`config.mk`:
```
export PLATFORM = sky130hd
export DESIGN_NAME = mem_initiator
export DESIGN_NICKNAME = d
export VERILOG_FILES = /design/src/rtl/mem_initiator.sv
export SDC_FILE = /design/constraint.sdc
export NUM_CORES = 1
export LEC_CHECK = 0
export ABC_AREA = 1
export BUFFER_PORTS_ARGS = -buffer_cell sky130_fd_sc_hd__clkbuf_2
export CAP_MARGIN = 20
export CORE_ASPECT_RATIO = 0.7
export CORE_MARGIN = 2
export CORE_UTILIZATION = 47
export CTS_CLUSTER_SIZE = 20
export DETAILED_ROUTE_END_ITERATION = 10
export GPL_TIMING_DRIVEN = 0
export PLACE_DENSITY = 0.77
export SYNTH_ARGS = -nofsm -noshare
export SYNTH_HDL_FRONTEND = slang
export SYNTH_SLANG_ARGS = --single-unit
```
`constraint.sdc`:
```
create_clock -name clk -period 2.15 [get_ports clk]
set_clock_uncertainty 0.1 [all_clocks]
set_input_delay 0 -clock clk [delete_from_list [all_inputs] [get_ports clk]]
set_output_delay 0 -clock clk [all_outputs]
set_load 0.005 [all_outputs]
```
`src/rtl/mem_initiator.sv`:
```
// mem_initiator: single-outstanding initiator for the read/write/ack memory handshake.
// Define MEM_INIT_RETRY_EN to re-issue a timed-out request up to MAX_RETRY more times.
module mem_initiator #(
    parameter int ADDR_W    = 5,
    parameter int DATA_W    = 8,
    parameter int TIMEOUT   = 16,
    parameter int MAX_RETRY = 2
) (
    input  logic              clk,
    input  logic              rst,
    input  logic              cmd_valid,
    output logic              cmd_ready,
    input  logic              cmd_write,
    input  logic [ADDR_W-1:0] cmd_addr,
    input  logic [DATA_W-1:0] cmd_wdata,
    output logic              rsp_valid,
    input  logic              rsp_ready,
    output logic [DATA_W-1:0] rsp_rdata,
    output logic              rsp_write,
    output logic              rsp_error,
    output logic              read,
    output logic              write,
    output logic [ADDR_W-1:0] addr,
    output logic [DATA_W-1:0] wdata,
    input  logic [DATA_W-1:0] rdata,
    input  logic              ack
);

    localparam int WAIT_W = $clog2(TIMEOUT) + 1;

`ifdef MEM_INIT_RETRY_EN
    localparam int RETRY_W = (MAX_RETRY > 0) ? $clog2(MAX_RETRY + 1) : 1;
    typedef enum logic [1:0] {IDLE, REQ, RSP, GAP} state_t;
    logic [RETRY_W-1:0] retry_cnt;
`else
    typedef enum logic [1:0] {IDLE, REQ, RSP} state_t;
`endif

    state_t             state;
    state_t             state_next;
    logic [WAIT_W-1:0]  wait_cnt;
    logic               timed_out;
    logic               retry_more;

    // Both channels transfer on a rising edge where valid and ready are high; valid never
    // depends on ready, and payload stays stable while valid waits for ready.
    assign cmd_ready = (state == IDLE) && !rst;
    assign rsp_valid = (state == RSP);

    always_comb begin
        state_next = state;
        timed_out  = (wait_cnt == WAIT_W'(TIMEOUT - 1));
        retry_more = 1'b0;
`ifdef MEM_INIT_RETRY_EN
        retry_more = (retry_cnt < RETRY_W'(MAX_RETRY));
`endif
        case (state)
            IDLE: if (cmd_valid) state_next = REQ;
            REQ: begin
                if (ack) begin
                    state_next = RSP;
                end else if (timed_out) begin
`ifdef MEM_INIT_RETRY_EN
                    state_next = retry_more ? GAP : RSP;
`else
                    state_next = RSP;
`endif
                end
            end
            RSP: if (rsp_ready) state_next = IDLE;
`ifdef MEM_INIT_RETRY_EN
            GAP: state_next = REQ;
`endif
            default: state_next = IDLE;
        endcase
    end

    always_ff @(posedge clk or posedge rst) begin
        if (rst) begin
            state     <= IDLE;
            wait_cnt  <= '0;
            read      <= 1'b0;
            write     <= 1'b0;
            addr      <= '0;
            wdata     <= '0;
            rsp_rdata <= '0;
            rsp_write <= 1'b0;
            rsp_error <= 1'b0;
`ifdef MEM_INIT_RETRY_EN
            retry_cnt <= '0;
`endif
        end else begin
            state <= state_next;
            case (state)
                IDLE: begin
                    if (cmd_valid) begin
                        addr      <= cmd_addr;
                        wdata     <= cmd_write ? cmd_wdata : '0;
                        read      <= !cmd_write;
                        write     <= cmd_write;
                        rsp_write <= cmd_write;
                        wait_cnt  <= '0;
`ifdef MEM_INIT_RETRY_EN
                        retry_cnt <= '0;
`endif
                    end
                end
                REQ: begin
                    wait_cnt <= wait_cnt + WAIT_W'(1);
                    if (ack) begin
                        // rdata is only meaningful alongside ack, and only for reads
                        rsp_rdata <= rsp_write ? '0 : rdata;
                        rsp_error <= 1'b0;
                        read      <= 1'b0;
                        write     <= 1'b0;
                    end else if (timed_out) begin
                        read  <= 1'b0;
                        write <= 1'b0;
                        if (retry_more) begin
`ifdef MEM_INIT_RETRY_EN
                            retry_cnt <= retry_cnt + RETRY_W'(1);
`endif
                        end else begin
                            rsp_error <= 1'b1;
                            rsp_rdata <= '0;
                        end
                    end
                end
`ifdef MEM_INIT_RETRY_EN
                GAP: begin
                    read     <= !rsp_write;
                    write    <= rsp_write;
                    wait_cnt <= '0;
                end
`endif
                default: ;
            endcase
        end
    end

endmodule
```
==> impl_metrics.ini, run 1 <==
[power]
p_leak_nw = 1.15
powerDensity_nw_per_um2 = 1150
p_clk_share_pct = 19.6
swShare_pct = 36.9
switchingPower_mw = 0.876
p_seq_share_pct = 43.0
internal_power_mw = 1.50
p_comb_share_pct = 37.4
ir_drop_mv = 0.699

[timing]
setup_violations = 0
slew_headroom_pct = 60.3
tns_ns = 0
hold_viol_final = 0
period_share_pct = 77.5
period_minus_slack_ns = 1.67
holdWs_ns = 0.0231
rsz0062_at_grt = no
tightest_slew_ns = 0.590
slew_viol_final = 0
fin_ws_ns = 0.484
fmax_ghz = 0.600

[synth]
synth_top_family_by_area = simple AND/OR/NAND/NOR gates
synth_compound_area_share_pct = 7.76
synth_xor_area_share_pct = 0
syn_area_um2 = 1390
synth_mux_area_share_pct = 0
syn_inst = 151
synth_fp_nets = 180
ys_warn_count = 0
ys_seq_elements = 32
yosys.area_share.adder_pct = 1.81
synth_cell_types = 17
synth-simple-area-share_pct = 27.3
synth_area_per_cell_um2 = 9.18
seq_area_frac_synth_pct = 57.8

[placed_design]
place.gp.congestion = 0.691
dp_hpwl_um = 2300
pre_cts_slack_ns = 0.515
port_buffers = 53
place_inst = 241

[detailed_routing]
postRouteAntennaNets = 0
drt_wl_total_um = 3440
drc = 0
first_pass_iters = 4
post_drt_wl_per_cell_um = 12.5
vias_per_cell = 4.74
initialDrtViolationCount = 55
vias = 1300

[clock_network]
clk_pin_slew_worst_paths_ns = 0.06
cts_tree = built
clk_latency_ns = 0.28
clockRootBuffer = clkbuf_8
ctsLongestPathBuffers = 2
htree_levels = 2
cts_made_buffers = 5
hold_buffers = 25
cts_resized = 0
postCtsSetupBuffers = 0
clock_sinks = 32

[floorplanning]
io_pins = 54
core_um2 = 2800
dieHeight_um = 49.4
initial_core_util_pct = 49.5
fp.dieArea_um2 = 3410
fp.dieW_um = 68.9
rows = 16

[worst_hold_path]
hold_path_class = primary input to register
hp-start = cmd_valid

[run_status]
outcome = completed

[grt]
grt_pass1_wl_um = 5600
antenna_found_initial = 0
grt_max_degree = 21
grt_use_total_pct = 22.7
grt-ovfl-total = 0
grt_pass1_vias = 1364

[flow_run]
cap_violations = 0

[layout]
instances_no_fill = 274
final_common_cell = nand2_1
layout.cells.most_common_list = nand2_1 (73), clkbuf_2 (53), dfrtp_1 (32)
final_nets = 266
diodes = 0
fillers = 205
area_growth_pct = 49.1
drive_above_1_share_pct = 32.8

[critical_path]
critical_path_class = register to register
crit_path_end_kind = register
cp-start-kind = register
startpoint = wait_cnt[0]
worstPathArrival_ns = 1.77
worstReg2RegStart = wait_cnt[0]
required_ns = 2.25
worst-path-max-fanout = 10
## critical path, cell delays in order (launching register included)
cell     delay (ns)
dfrtp_1        0.42
ha_1           0.23
nand2_1        0.09
nor2_1         0.05
ha_1           0.17
inv_1          0.05
nand2_1        0.09
nand2_4        0.10
buf_6          0.15
nand2_1        0.08
o21ai_2        0.06
## logic make-up after synthesis
family                   count (synthesis)
buffers and inverters                   14
adder cells (fa/ha/maj)                  2
AO/OA/AOI/OAI                           15
AND/OR/NAND/NOR                         88
flip-flops                              32
## synth_stat cells
cell	number	area share (%)
nand2_1	73	20
dfrtp_1	32	58
inv_1	10	2.7
o21ai_2	8	5.1
nor2_1	5	1.4
o21ai_0	5	1.8
nand3_1	4	1.4
buf_6	3	2.4
ha_1	2	1.8
nand2_4	2	1.6
inv_2	1	0.27
nand4_1	1	0.45
nor2_4	1	0.81
nor2_8	1	1.4
nor3_1	1	0.36
o21ai_1	1	0.36
o31ai_1	1	0.54
## layer usage
metal / GRT usage (%) / part of all wire [%] / wire, µm / vias to the layer above
li1: - / - / - / 644
met1: 23.9 / 42 / 1430 / 605
met2: 40.7 / 51 / 1770 / 47
met3: 6.70 / 6.2 / 212 / 4
met4: 10.1 / 0.79 / 27 / 0
met5: 0 / 0 / 0 / -
## layout make-up
cell class              count  area, µm²  share of cell area, %
plain buffers               3       33.8                   1.63
repair buffers             79        543                   26.3
multi-input cells         105        510                   24.7
clock buffers               6       82.6                   4.00
flip-flops and latches     32        801                   38.7
well taps                  36       45.0                   2.18
clock inverters             2       10.0                  0.484
inverters                  11       41.3                   2.00
## per-stage QoR
| step | instance area [µm²] | total power, mW | utilization [%] |
|---|---|---|---|
| 4_1_cts | 2070 | 2.38 | 73.8 |
| 5_1_grt | 2070 | 2.56 | 73.8 |
| 3_3_place_gp | 1700 | 1.81 | 60.5 |
| 6_report | 2070 | 2.37 | 73.8 |
| 3_5_place_dp | 1720 | 1.87 | 61.5 |
| 2_1_floorplan | 1390 | 1.49 | - |
## power groups by stage
stage	registers, mW	logic (mW)	clock network (mW)
after floorplan	1.02	0.476	0
after global placement	1.01	0.803	0
after detailed placement	1.02	0.851	0
after CTS	1.02	0.889	0.476
after global routing	1.06	0.999	0.501
final	1.02	0.887	0.464
## flip-flops by register name, summed over array words and instances, names as in the netlist
signal,count
write,1
addr,5
wait_cnt,5
rsp_rdata,8
rsp_error,1
read,1
rsp_write,1
state,2
wdata,8
## worst paths after layout
kind                       cells after the start  slack, ns            to
hold reg to reg                                2       0.38  rsp_rdata[6]
min in group asynchronous                      3       0.24  rsp_rdata[0]
setup reg to reg                              10       0.48  rsp_rdata[2]
hold / removal                                 4       0.02       addr[4]
setup / recovery                              10       0.48  rsp_rdata[2]
max in group asynchronous                      4       1.22      wdata[7]
No activity file was read; power rests on OpenSTA's default activity.
==> inputs of run 2 (changes only) <==
- CORE_UTILIZATION: 47 -> 43
- PLACE_DENSITY: 0.77 -> 0.75
- clock period: 2.15 -> 1.5 ns (I/O delays scaled with it)
==> impl_metrics.ini, run 2 (same netlist as run 1, synthesis figures left out) <==
[run_status]
outcome = finished, violations left
violations = negative setup slack

[grt]
grt_max_degree = 18
grt-ovfl-total = 0
grt_pass1_wl_um = 5790
grt_use_total_pct = 21.0
grt_pass1_vias = 1255
antenna_found_initial = 0

[timing]
rsz0062_at_grt = yes
setup_violations = 12
slew_viol_final = 0
period_minus_slack_ns = 1.56
hold_viol_final = 0
period_share_pct = 104
holdWs_ns = 0.0499
fmax_ghz = 0.641
fin_ws_ns = -0.0609
tightest_slew_ns = 0.706
slew_headroom_pct = 52.9

[layout]
diodes = 0
finalCoreUtilization_pct = 71.7
layout.cells.most_common_list = nand2_1 (62), clkbuf_2 (53), dfrtp_1 (32)
final_common_cell = nand2_1
drive_above_1_share_pct = 41.2
final_nets = 271
top_regs = rsp_rdata x8, wdata x8
area_growth_pct = 60.6

[critical_path]
worstReg2RegStart = wait_cnt[1]
cp-start-kind = register
cp-endpoint = rsp_error
crit_path_end_kind = register
critical_path_class = register to register
crit_chain = ha_2, nand2_2, nor2_2, ha_2, inv_2, nand2_4, nand2_8, buf_6, nand2_2, o21ai_2
startpoint = wait_cnt[1]
regToRegSetupSlack_ns = -0.06
r2r_end = rsp_error
critPathSlowestCell = dfrtp_1
cpPeakStageDelay_ns = 0.36
required_ns = 1.57
worst-path-max-fanout = 5
r2r_cells = 10
worstPathArrival_ns = 1.63

[detailed_routing]
initialDrtViolationCount = 27
drc = 0
vias_per_cell = 4.62
first_pass_iters = 4
vias = 1299
post_drt_wl_per_cell_um = 13.2
postRouteAntennaNets = 0
drt_wl_total_um = 3710

[floorplanning]
initial_core_util_pct = 44.6
fp.dieArea_um2 = 3700
rows = 17
dieHeight_um = 51.5
core_um2 = 3110
io_pins = 54
fp.dieW_um = 71.9

[power]
ir_drop_mv = 1.02
p_leak_nw = 1.20
powerDensity_nw_per_um2 = 1690

[placed_design]
place.gp.congestion = 0.720
pre_cts_slack_ns = -0.116
dp_hpwl_um = 2140
port_buffers = 53

[clock_network]
cts_tree = built
clk_pin_slew_worst_paths_ns = 0.06
clockRootBuffer = clkbuf_8
ctsLongestPathBuffers = 2
clk_latency_ns = 0.28
clock_sinks = 32
htree_levels = 2
cts_made_buffers = 5

[worst_hold_path]
hp-start = cmd_valid
hold_path_class = primary input to register

[flow_run]
cap_violations = 0
==> run 2: how the worst min path moves through the flow <==
stage / endpoint / slack (ns) / cells past startpoint
after floorplan: cmd_ready / -0.07 / 1
after global placement: wdata[1] / 0.1 / 3
after detailed placement: state[1] / 0.04 / 2
after CTS: addr[2] / 0.03 / 4
after global routing: addr[2] / 0.05 / 4
final: addr[4] / 0.05 / 4
==> run 2: repair_timing <==
| item | CTS | global route |
|---|---|---|
| setup endpoints to repair | 12 | 13 |
| hold buffers | 25 | 0 |
| cloned | 1 | 1 |
| gates resized for setup | 16 | 8 |
| pin swaps | 2 | 9 |
| setup buffers | 2 | 1 |
| endpoints found under the hold margin | 41 | 0 |
==> run 2: per-stage QoR <==
stage	TNS [ns]	area (µm²)	power [mW]	cells
6_report	-0.635	2230	3.77	281
5_1_grt	-1.44	2230	4.04	281
4_1_cts	-0.470	2160	3.64	279
3_5_place_dp	-1.26	1740	2.67	243
3_3_place_gp	-1.01	1710	2.63	242
2_1_floorplan	0	1400	2.15	151
==> run 2: area by class of cell <==
class	instances	area (µm²)
Timing Repair Buffer	84	602
Sequential cell	32	801
Clock inverter	2	35.0
Tap cell	38	47.5
Buffer	3	42.5
Clock buffer	6	72.6
Multi-Input combinational cell	105	584
Fill cell	233	880
Inverter	11	41.3
==> run 2: worst max-delay path, delay by kind of cell (launching register included) <==
family                     cells  cell delay [ns]
and+or+nand+nor                5             0.38
AOI/OAI and AO/OA              1             0.05
buffers and inverters          2             0.19
DFF                            1             0.36
adders and majority gates      2             0.38
==> run 2: metal layers <==
layer | vias to the layer above | GRT usage (%) | part of all wire [%]
met3 | 7 | 5.81 | 5.5
met4 | 0 | 7.55 | 1.6
met5 | - | 0 | 0
met1 | 598 | 28.5 | 45
li1 | 650 | - | -
met2 | 44 | 32.7 | 48
==> run 2: power by group <==
part           internal, mW  switching [mW]  total [mW]
combinational         0.710           0.769        1.48
clock                 0.492           0.311       0.804
sequential             1.21           0.275        1.49
==> inputs of run 3 (changes only) <==
- ABC_AREA: 1 -> not set
==> impl_metrics.ini, run 3 <==
[run_status]
outcome = finished, violations left
violations = negative setup slack

[synth]
synth_top_area_share_pct = 58.5
synth_edf_count = 0
yosysMostFrequentCell = dfrtp_1
ys_seq_elements = 32
synth_area_per_cell_um2 = 10.4
synth_fp_nets = 160
syn_inst = 131
synthTopCellsByCount = dfrtp_1 (32), nand2_1 (20), o21ai_0 (20), inv_1 (12), nand4b_1 (8)
yosys-top-cells-area = dfrtp_1 (59%), o21ai_0 (7.3%), nand2_1 (5.5%), nand4b_1 (5.1%), inv_1 (3.3%)
syn_area_um2 = 1370
ys_async_sr_fraction_pct = 100
yosys.area.top_type = dfrtp_1
dominantRegCellSynth = dfrtp_1
ys_warn_count = 0
synth_cell_types = 27
seq_area_frac_synth_pct = 58.5

[grt]
grt_use_total_pct = 23.3
grt_pass1_vias = 1380
antenna_found_initial = 0
grt_max_degree = 22
grt_pass1_wl_um = 6410
grt-ovfl-total = 0

[timing]
fin_ws_ns = -0.0260
slew_headroom_pct = 64.5
setup_violations = 8
slew_viol_final = 0
tightest_slew_ns = 0.532
rsz0062_at_grt = yes
holdWs_ns = 0.0303
period_minus_slack_ns = 1.53
fmax_ghz = 0.655
hold_viol_final = 0
period_share_pct = 102

[clock_network]
cts_made_buffers = 5
htree_levels = 2
ctsLongestPathBuffers = 2
clk_latency_ns = 0.28
cts_tree = built
clk_pin_slew_worst_paths_ns = 0.07
clockRootBuffer = clkbuf_8
clock_sinks = 32

[detailed_routing]
initialDrtViolationCount = 65
vias_per_cell = 5.18
postRouteAntennaNets = 0
drt_wl_total_um = 4110
first_pass_iters = 5
drc = 0
vias = 1351
post_drt_wl_per_cell_um = 15.8

[floorplanning]
rows = 17
dieHeight_um = 51.2
initial_core_util_pct = 44.4
core_um2 = 3080
fp.dieW_um = 71.4
fp.dieArea_um2 = 3660
io_pins = 54

[critical_path]
worst-path-max-fanout = 10
crit_buf_inv = 1
worstPathArrival_ns = 1.59
crit_family = flip-flops
cp-start-kind = register
crit_path_end_kind = register
cpPeakStageDelay_ns = 0.43
crit_chain = or3b_4, buf_8, mux2_4
required_ns = 1.56
critPathSlowestCell = dfrtp_1
critical_path_class = register to register

[layout]
top_regs = rsp_rdata x8, wdata x8
drive_above_1_share_pct = 39.9
layout.cells.most_common_list = clkbuf_2 (53), dfrtp_1 (32), dlygate4sd3_1 (24)
fillers = 210
final_common_cell = clkbuf_2
area_growth_pct = 58.1
final_nets = 251
diodes = 0
regArea_um2 = 801
multi_input_area_um2 = 543

[power]
internal_power_mw = 2.48
p_seq_share_pct = 39.8
p_comb_share_pct = 42.7
p_clk_share_pct = 17.5
swShare_pct = 35.4
switchingPower_mw = 1.36
powerDensity_nw_per_um2 = 1770
p_leak_nw = 1.11
power_mw = 3.84
ir_drop_mv = 0.935

[placed_design]
port_buffers = 52
place.gp.congestion = 0.727
dp_hpwl_um = 2330

[flow_run]
cap_violations = 0

[worst_hold_path]
hold_path_class = primary input to register
[run 3: cell types whose count changed after synthesis, moves of 3 or more]
cell | previous run | this run
nand4b_1 | 0 | 8
nand2_1 | 73 | 20
o21ai_0 | 5 | 20
mux2_4 | 0 | 3
o21ai_2 | 8 | 0
clkbuf_1 | 0 | 5
a21oi_1 | 0 | 4
[run 3: worst paths after layout]
kind / cells after the start / end / from / slack, ns
setup / recovery: 3 / addr[0] / state[1] / -0.03
hold / removal: 3 / wdata[7] / cmd_write / 0.03
setup reg to reg: 3 / addr[0] / state[1] / -0.03
hold reg to reg: 2 / wdata[3] / wdata[3] / 0.39
max in group asynchronous: 4 / addr[0] / rst / 0.60
min in group asynchronous: 3 / wait_cnt[0] / rst / 0.21
[run 3: routing by layer]
layer  wire length [µm]  GRT usage (%)  vias up
met5                  0              0        -
met4                 96           9.75        0
met3                165           5.52       10
met2               2160           39.2       42
met1               1690           29.2      673
li1                   -              -      626
[run 3: worst register-to-register path, stage by stage, from the launching register on]
cell	delay, ns
dfrtp_1	0.43
or3b_4	0.43
buf_8	0.16
mux2_4	0.29
[run 3: through the flow]
step                      TNS, ns  area (µm²)  util, %  setup slack, ns  std cells
after detailed placement    -4.06        1700     55.3           -0.295        222
final                      -0.114        2160     70.2          -0.0260        261
after floorplan           -0.0557        1370        -          -0.0186        131
after global routing       -0.842        2160     70.2          -0.0982        261
after CTS                       0        2130     69.1          0.00617        259
after global placement      -2.55        1680     54.4           -0.187        221
[run 3: power by group through the flow]
stage          clock (mW)  combinational, mW  sequential (mW)
6_report            0.672               1.64             1.53
2_1_floorplan           0              0.685             1.51
3_5_place_dp            0               1.26             1.52
5_1_grt             0.727               1.79             1.57
3_3_place_gp            0               1.20             1.49
4_1_cts             0.681               1.49             1.50
[run 3: area by class of cell]
class                      count  share of cell area [%]
buffer                         6                    1.97
clock buffer                   8                    4.16
inverter                      12                    2.08
multi-input combinational     79                    25.1
sequential                    32                    37.0
tap                           38                    2.20
timing repair buffer          86                    27.5
[run 3: what timing repair did]
| action | CTS | global route |
|---|---|---|
| setup endpoints to repair | 27 | 29 |
| gates resized for setup | 23 | 10 |
| pin swaps | 3 | 5 |
| setup buffers | 6 | 3 |
| hold buffers | 24 | 0 |
| hold endpoints to repair | 33 | 0 |
[run 3: cell families (layout without fill, tap and decap cells)]
kind of cell | count (synthesis) | in the layout | share of synthesized area [%]
and+or+nand+nor | 42 | 42 | 16.2
muxes | 6 | 6 | 5.67
AOI/OAI and AO/OA | 29 | 29 | 11.7
adders and majority gates | 2 | 2 | 1.83
DFF | 32 | 32 | 58.5
buffers and inverters | 20 | 112 | 6.12
